$ cat src/rtl/vector_reg_file.sv
// rtl/vector_reg_file.sv - lane-masked SIMD register file with per-register pending scoreboard
// Optional same-cycle write-to-read forwarding is enabled by defining VRF_BYPASS_EN.
module vector_reg_file #(
  parameter int LANES    = 16,
  parameter int LANE_W   = 8,
  parameter int NUM_REGS = 8,
  parameter int SEL_W    = 3
) (
  input  logic                      clk,
  input  logic                      reset,
  input  logic [SEL_W-1:0]          rSel1,
  input  logic [SEL_W-1:0]          rSel2,
  output logic [LANES*LANE_W-1:0]   operand1,
  output logic [LANES*LANE_W-1:0]   operand2,
  output logic                      hazard1,
  output logic                      hazard2,
  input  logic                      allocValid,
  input  logic [SEL_W-1:0]          allocReg,
  output logic                      allocReady,
  input  logic                      wrEn,
  input  logic [SEL_W-1:0]          regToWrite,
  input  logic [LANES-1:0]          laneMask,
  input  logic [LANES*LANE_W-1:0]   dataIn,
  output logic [NUM_REGS-1:0]       pendingVec
);

  localparam int REG_W = LANES * LANE_W;

  logic [REG_W-1:0]    regs_q [NUM_REGS];
  logic [REG_W-1:0]    regs_d [NUM_REGS];
  logic [NUM_REGS-1:0] pending_q;
  logic [NUM_REGS-1:0] pending_d;

  logic [SEL_W-1:0]    rsel  [2];
  logic [REG_W-1:0]    rdata [2];
  logic [1:0]          rhaz;

  assign rsel[0]    = rSel1;
  assign rsel[1]    = rSel2;
  assign operand1   = rdata[0];
  assign operand2   = rdata[1];
  assign hazard1    = rhaz[0];
  assign hazard2    = rhaz[1];
  assign pendingVec = pending_q;

  // Out-of-range allocation targets match no register, so they are silently dropped.
  always_comb begin
    allocReady = 1'b1;
    for (int r = 0; r < NUM_REGS; r++) begin
      if (allocReg == SEL_W'(r)) allocReady = ~pending_q[r];
    end
  end

  always_comb begin
    pending_d = pending_q;
    for (int r = 0; r < NUM_REGS; r++) begin
      regs_d[r] = regs_q[r];
      if (wrEn && (regToWrite == SEL_W'(r))) begin
        pending_d[r] = 1'b0;
        for (int l = 0; l < LANES; l++) begin
          if (laneMask[l]) regs_d[r][l*LANE_W +: LANE_W] = dataIn[l*LANE_W +: LANE_W];
        end
      end
      // A new producer takes ownership even if the old one retires this cycle.
      if (allocValid && allocReady && (allocReg == SEL_W'(r))) pending_d[r] = 1'b1;
    end
  end

  always_comb begin
    for (int p = 0; p < 2; p++) begin
      rdata[p] = '0;
      rhaz[p]  = 1'b0;
      for (int r = 0; r < NUM_REGS; r++) begin
        if (rsel[p] == SEL_W'(r)) begin
          rdata[p] = regs_q[r];
          rhaz[p]  = pending_q[r];
        end
      end
`ifdef VRF_BYPASS_EN
      if (wrEn && (rsel[p] == regToWrite) && (int'(regToWrite) < NUM_REGS)) begin
        for (int l = 0; l < LANES; l++) begin
          if (laneMask[l]) rdata[p][l*LANE_W +: LANE_W] = dataIn[l*LANE_W +: LANE_W];
        end
        if (&laneMask) rhaz[p] = 1'b0;
      end
`endif
    end
  end

  always_ff @(posedge clk or negedge reset) begin
    if (!reset) begin
      pending_q <= '0;
      for (int r = 0; r < NUM_REGS; r++) regs_q[r] <= '0;
    end else begin
      pending_q <= pending_d;
      for (int r = 0; r < NUM_REGS; r++) regs_q[r] <= regs_d[r];
    end
  end

endmodule

$ cat config.mk
export PLATFORM = sky130hd
export DESIGN_NAME = vector_reg_file
export DESIGN_NICKNAME = d
export VERILOG_FILES = /design/src/rtl/vector_reg_file.sv
export SDC_FILE = /design/constraint.sdc
export NUM_CORES = 2
export LEC_CHECK = 0
export CAP_MARGIN = 40
export CORE_ASPECT_RATIO = 0.9
export CORE_MARGIN = 5
export CORE_UTILIZATION = 50
export DETAILED_ROUTE_END_ITERATION = 10
export PLACE_DENSITY = 0.7
export SYNTH_ARGS = -nofsm -noshare
export SYNTH_HDL_FRONTEND = slang
export SYNTH_SLANG_ARGS = --single-unit
$ cat constraint.sdc
create_clock -name clk -period 2.6 [get_ports clk]
set_input_delay 0.52 -clock clk [delete_from_list [all_inputs] [get_ports clk]]
set_output_delay 0.52 -clock clk [all_outputs]
set_load 0.1 [all_outputs]
-- Yosys cells after proc, flatten, opt, wreduce, memory -nomap -nowiden
Index checks and enable logic that the tools add are counted.
- reductions and logical operators: 157
- mux-type cells: 56
- equality and inequality tests: 28
- bitwise gates (word level): 8
- operator list (operator ; number):
    $mux 128 ; 16
    $reduce_and 2->1 ; 128
    $eq 3x3->1 const B ; 16
    $mux 1 ; 40
    $eq 3x2->1 const B ; 8
    $logic_and 1x1->1 ; 17
    $reduce_bool 2->1 ; 8
    $eq 3x1->1 const B ; 4
    $logic_not 3->1 ; 4
    $not 1->1 ; 8
- output and inout port bits: 267
- word-level logic and storage cells: 385
- input port bits: 160
- bits in registers: 1032

-- Depth between registers and ports, before layout
- depth after elaboration: 12
- depth in mapped cells: 8
- mapped depth without buffers: 4

-- Least setup slack after synthesis
Ideal clock, no wire load.
- path type: input port to output port
- start: input port rSel1[1]
- end: output port operand1[101]
- cell stages on the path: 7
- buffers on the path: 3
- data required time: 2080 ps
- path slack: -1684 ps
- arrival: 3764 ps
- cell sequence: buf_2 > nand2b_1 > buf_2 > clkbuf_1 > nor2_1 > o31a_1 > a221oi_1
- cells in the longest elaborated chain, start to end: 9
- elaborated cells on any way between the ends: 16
- those cells by class: 7 x eq/ne; 8 x mux; 1 x reduce/logical
- ends and longest elaborated chain (item ; line ; text):
    start: declaration ; 11 ; input logic [SEL_W-1:0] rSel1,
    $logic_not 3->1 ; 74 ; if (rsel[p] == SEL_W'(r)) begin
    $mux 128 (7 in a row) ; 74 ;
    $mux 128 (*) ; 74 ;
    end: declaration ; 13 ; output logic [LANES*LANE_W-1:0] operand1,
Every way passes the cells marked *; elsewhere a longest branch is shown, timed or not.

-- Worst setup path in the final report
- start: input port rSel2[1]
- end: output port operand2[117]
- cells in the longest elaborated chain, start to end: 9
- elaborated cells on any way between the ends: 16
- those cells by class: 7 x eq/ne; 8 x mux; 1 x reduce/logical
- ends and longest elaborated chain (item ; line ; text):
    start: declaration ; 12 ; input logic [SEL_W-1:0] rSel2,
    $logic_not 3->1 ; 74 ;
    $mux 128 (7 in a row) ; 74 ;
    $mux 128 (*) ; 74 ;
    end: declaration ; 14 ; output logic [LANES*LANE_W-1:0] operand2,
Marks and branches as above.

==> impl_results.md <==
* Failing checks: negative setup slack
* # H-tree levels at 3
* Post-DP HPWL at between 100000 and 150000 um
* Total Wirelength at 228000 um
* R2R Path Start: pendingVec[6]
* Hold wc startpoint: allocReg[1]
* Root Buffer: clkbuf_16
* Comb power frac at just under 40%
* Gr usage total at between 30% and 40%
* Setup crit start kind: primary input
* Switching part of the total at 37.3%
* Clock share of power at 25.2%
* Hold WS at ~0.32 ns
* Switching power at 24.1 mW
* Post-synth top cells: dfrtp_1, mux2_2, mux2_1
* Register area at between 20000 and 30000 sq um
* CP dominant cell by count: buf_12
* Seq/Total Area, Yosys at 45.5%
* Worst-path clk slew at 0.06 ns
* Leakage at 34.9 nW
* Clock Sinks at 1032
* Post-synth top area share at 45.5%
* Final TNS setup at -5.83 ns
* Slowest cell delay on critical path at 0.36 ns
* Asr flop ratio synth at 100%
* IO buf count at 426
* Worst path buffer plus inverter count at 5
* Mapped cell area at 56700 sq um
* #FFs+latches synth at 1032
* Seq pwr share at 36.2%
* CTS Buf Count at 111
* Crit end category: output port
* TritonCTS clock tree: done
* CP top delay family: buffers and inverters
* WP data required at approximately 2.1 ns
* Crit path DAT at 2.23 ns
* Setup violators final at 134
* Share of cells above drive strength 1 at 46.6%
* Area taken by multi-input logic gates at 32400 sq um
* Cells after synthesis at 4715
* Syn avg cell area at 12.0 sq um
* First-pass GRT wire length at 316000 um
* Routability congestion estimate at 0.886
* Routed vias at 49300
* RSZ-0062 raised after global routing: yes
* Yosys top cell by area: dfrtp_1
* # DRC at 0
* Width of the die at 365 um
* Clock Skew at 0.0000814 ns
* Worst Tran Pin Value at 0.604 ns
* WL/cell at 31.6 um
* Period Utilization, post-route at 106%
* Initial antenna violation count at 26
* Design Power at roughly 64 mW
* Int Pwr at 40.4 mW
* Rel. slew slack at between 50 and 60%
* Layout fillers at 7325
* CP cell instances: buf_12, nor2b_4, buf_12, clkbuf_16, buf_4, a221oi_1, a21oi_1, o31a_2, buf_12
* Number of enable flip-flop cells after synthesis at 0
* DRT Pass-1 Iters at 8
* Outcome: finished, violations left
* Fmax at 364 MHz
* Die ar. at 120000 sq um
* Ys Warns at 0
* Cell with the most instances after synthesis: dfrtp_1
* Largest net degree at the start of global routing at 102
* Die H at 330 um
* Placed instance count at 6706
* Worst Hold Class: primary input to flip-flop
* Cell Count, Final, Fillers Out at 7197
* Crit path max fanout at 6
* Crit Path Class: primary input to output port
* P per Cell Area at around 800 nW/um^2
* Final #Nets at 5759
* Fin. Hold Viols at 0
* Drt first-iter violations at 6271
* Worst skew pair latency at 0.71 ns
* CORE AREA at roughly 110000 sq um
* Post-layout min period at 2.75 ns
* Slowest CP cell: o31a_2
* Synth Flop Type: dfrtp_1
* Syn Nets at 4875
* Routed vias/inst at 6.85
* Initial core utilization at 50.3%
* Std-Cell Rows at roughly 120
* Number of global-route vias before repair at 48600
* Area Growth Syn to Fin at 41.7%
* Number of I/O pins at 427
* Synth area leaders: dfrtp_1, mux2_2, mux2_1
* Synth unique cells at 53
* Fin. max-slew vios at 0
* Crit. Startpoint: rSel2[1]
* Clock buffer depth at 3
* Worst Setup Slack, final at -0.148 ns
* Routed Antenna Nets at 0
* Total gr overflow at 0
* Maximum vdd ir drop at 0.792 mV
* Max-Cap Viols at 0
[path summary, 6_finish.rpt]
check                                endpoint  slack [ns]  cells after the start
worst min register to register    regs_q[128]        0.50                      1
max in group asynchronous          regs_q[83]        1.22                      4
worst min-delay path            pendingVec[0]        0.32                      4
min in group asynchronous         regs_q[258]        0.36                      2
worst max-delay path            operand2[117]       -0.15                      9
worst max register to register  pendingVec[4]        1.13                      4
[sequential cells by signal (all words and copies together) (netlist names)]
| register | count |
|---|---|
| pendingVec | 8 |
| regs_q | 1024 |
[cell usage in the layout, fill, tap and decap left out, types with 97 or more instances in the layout]
master / n
mux4_2: 108
mux2i_1: 220
mux2_2: 670
mux2_1: 367
clkbuf_16: 154
dfrtp_1: 1022
nand2_1: 120
o211ai_1: 97
buf_4: 405
buf_12: 406
clkdlybuf4s50_1: 151
nor2_1: 240
[power by group through the flow]
stage | Combinational [mW] | Clock [mW] | Sequential, mW
after floorplan | 15.1 | 0 | 22.3
after global placement | 22.0 | 0 | 22.9
after detailed placement | 22.3 | 0 | 23.1
after CTS | 23.4 | 16.2 | 22.9
after global routing | 25.9 | 16.9 | 23.7
final | 24.9 | 16.2 | 23.4
[final cells by class]
type	instances	share of cell area [%]
Multi-Input combinational cell	3258	40.4
Sequential cell	1032	32.1
Timing Repair Buffer	1141	20.3
Clock buffer	165	4.11
Tap cell	1487	2.31
Clock inverter	38	0.465
Inverter	55	0.266
Antenna cell	21	0.0654
[metrics by stage]
stage	setup WS [ns]	util, %	area [sq um]
floorplan	-0.663	-	58500
global placement	-0.248	62.4	70400
detailed placement	-0.192	62.4	70400
CTS	-0.115	68.0	76700
global route	-0.172	71.2	80400
finish	-0.148	71.2	80400
[worst reg2reg max path, delay by kind of cell (launching register included)]
| family | cells | cell delay, ns |
|---|---|---|
| simple gates | 1 | 0.34 |
| flops | 1 | 0.44 |
| mux | 1 | 0.14 |
| compound gates | 2 | 0.42 |
[timing repair]
action,CTS,global route
cloned,31,38
endpoints found under the hold margin,26,0
pin swaps,169,324
buffers inserted,81,126
hold buffers,1,0
setup endpoints to repair,209,244
gates resized for setup,256,468
[routing by layer]
metal / track usage [%] / share of wire, % / vias to the layer above
li1: - / - / 19900
met1: 47.0 / 39 / 25200
met2: 52.4 / 44 / 3361
met3: 8.81 / 11 / 846
met4: 16.4 / 5.9 / 4
met5: 0 / 0.012 / -
[kinds of logic after synthesis]
group                  after synthesis  share of synthesized area, %
and+or+nand+nor                    633                          5.65
AOI/OAI and AO/OA                 1186                          15.4
muxes                             1439                          30.2
buffers and inverters              425                          3.29
DFF                               1032                          45.5
No activity file was read; power rests on OpenSTA's default activity.
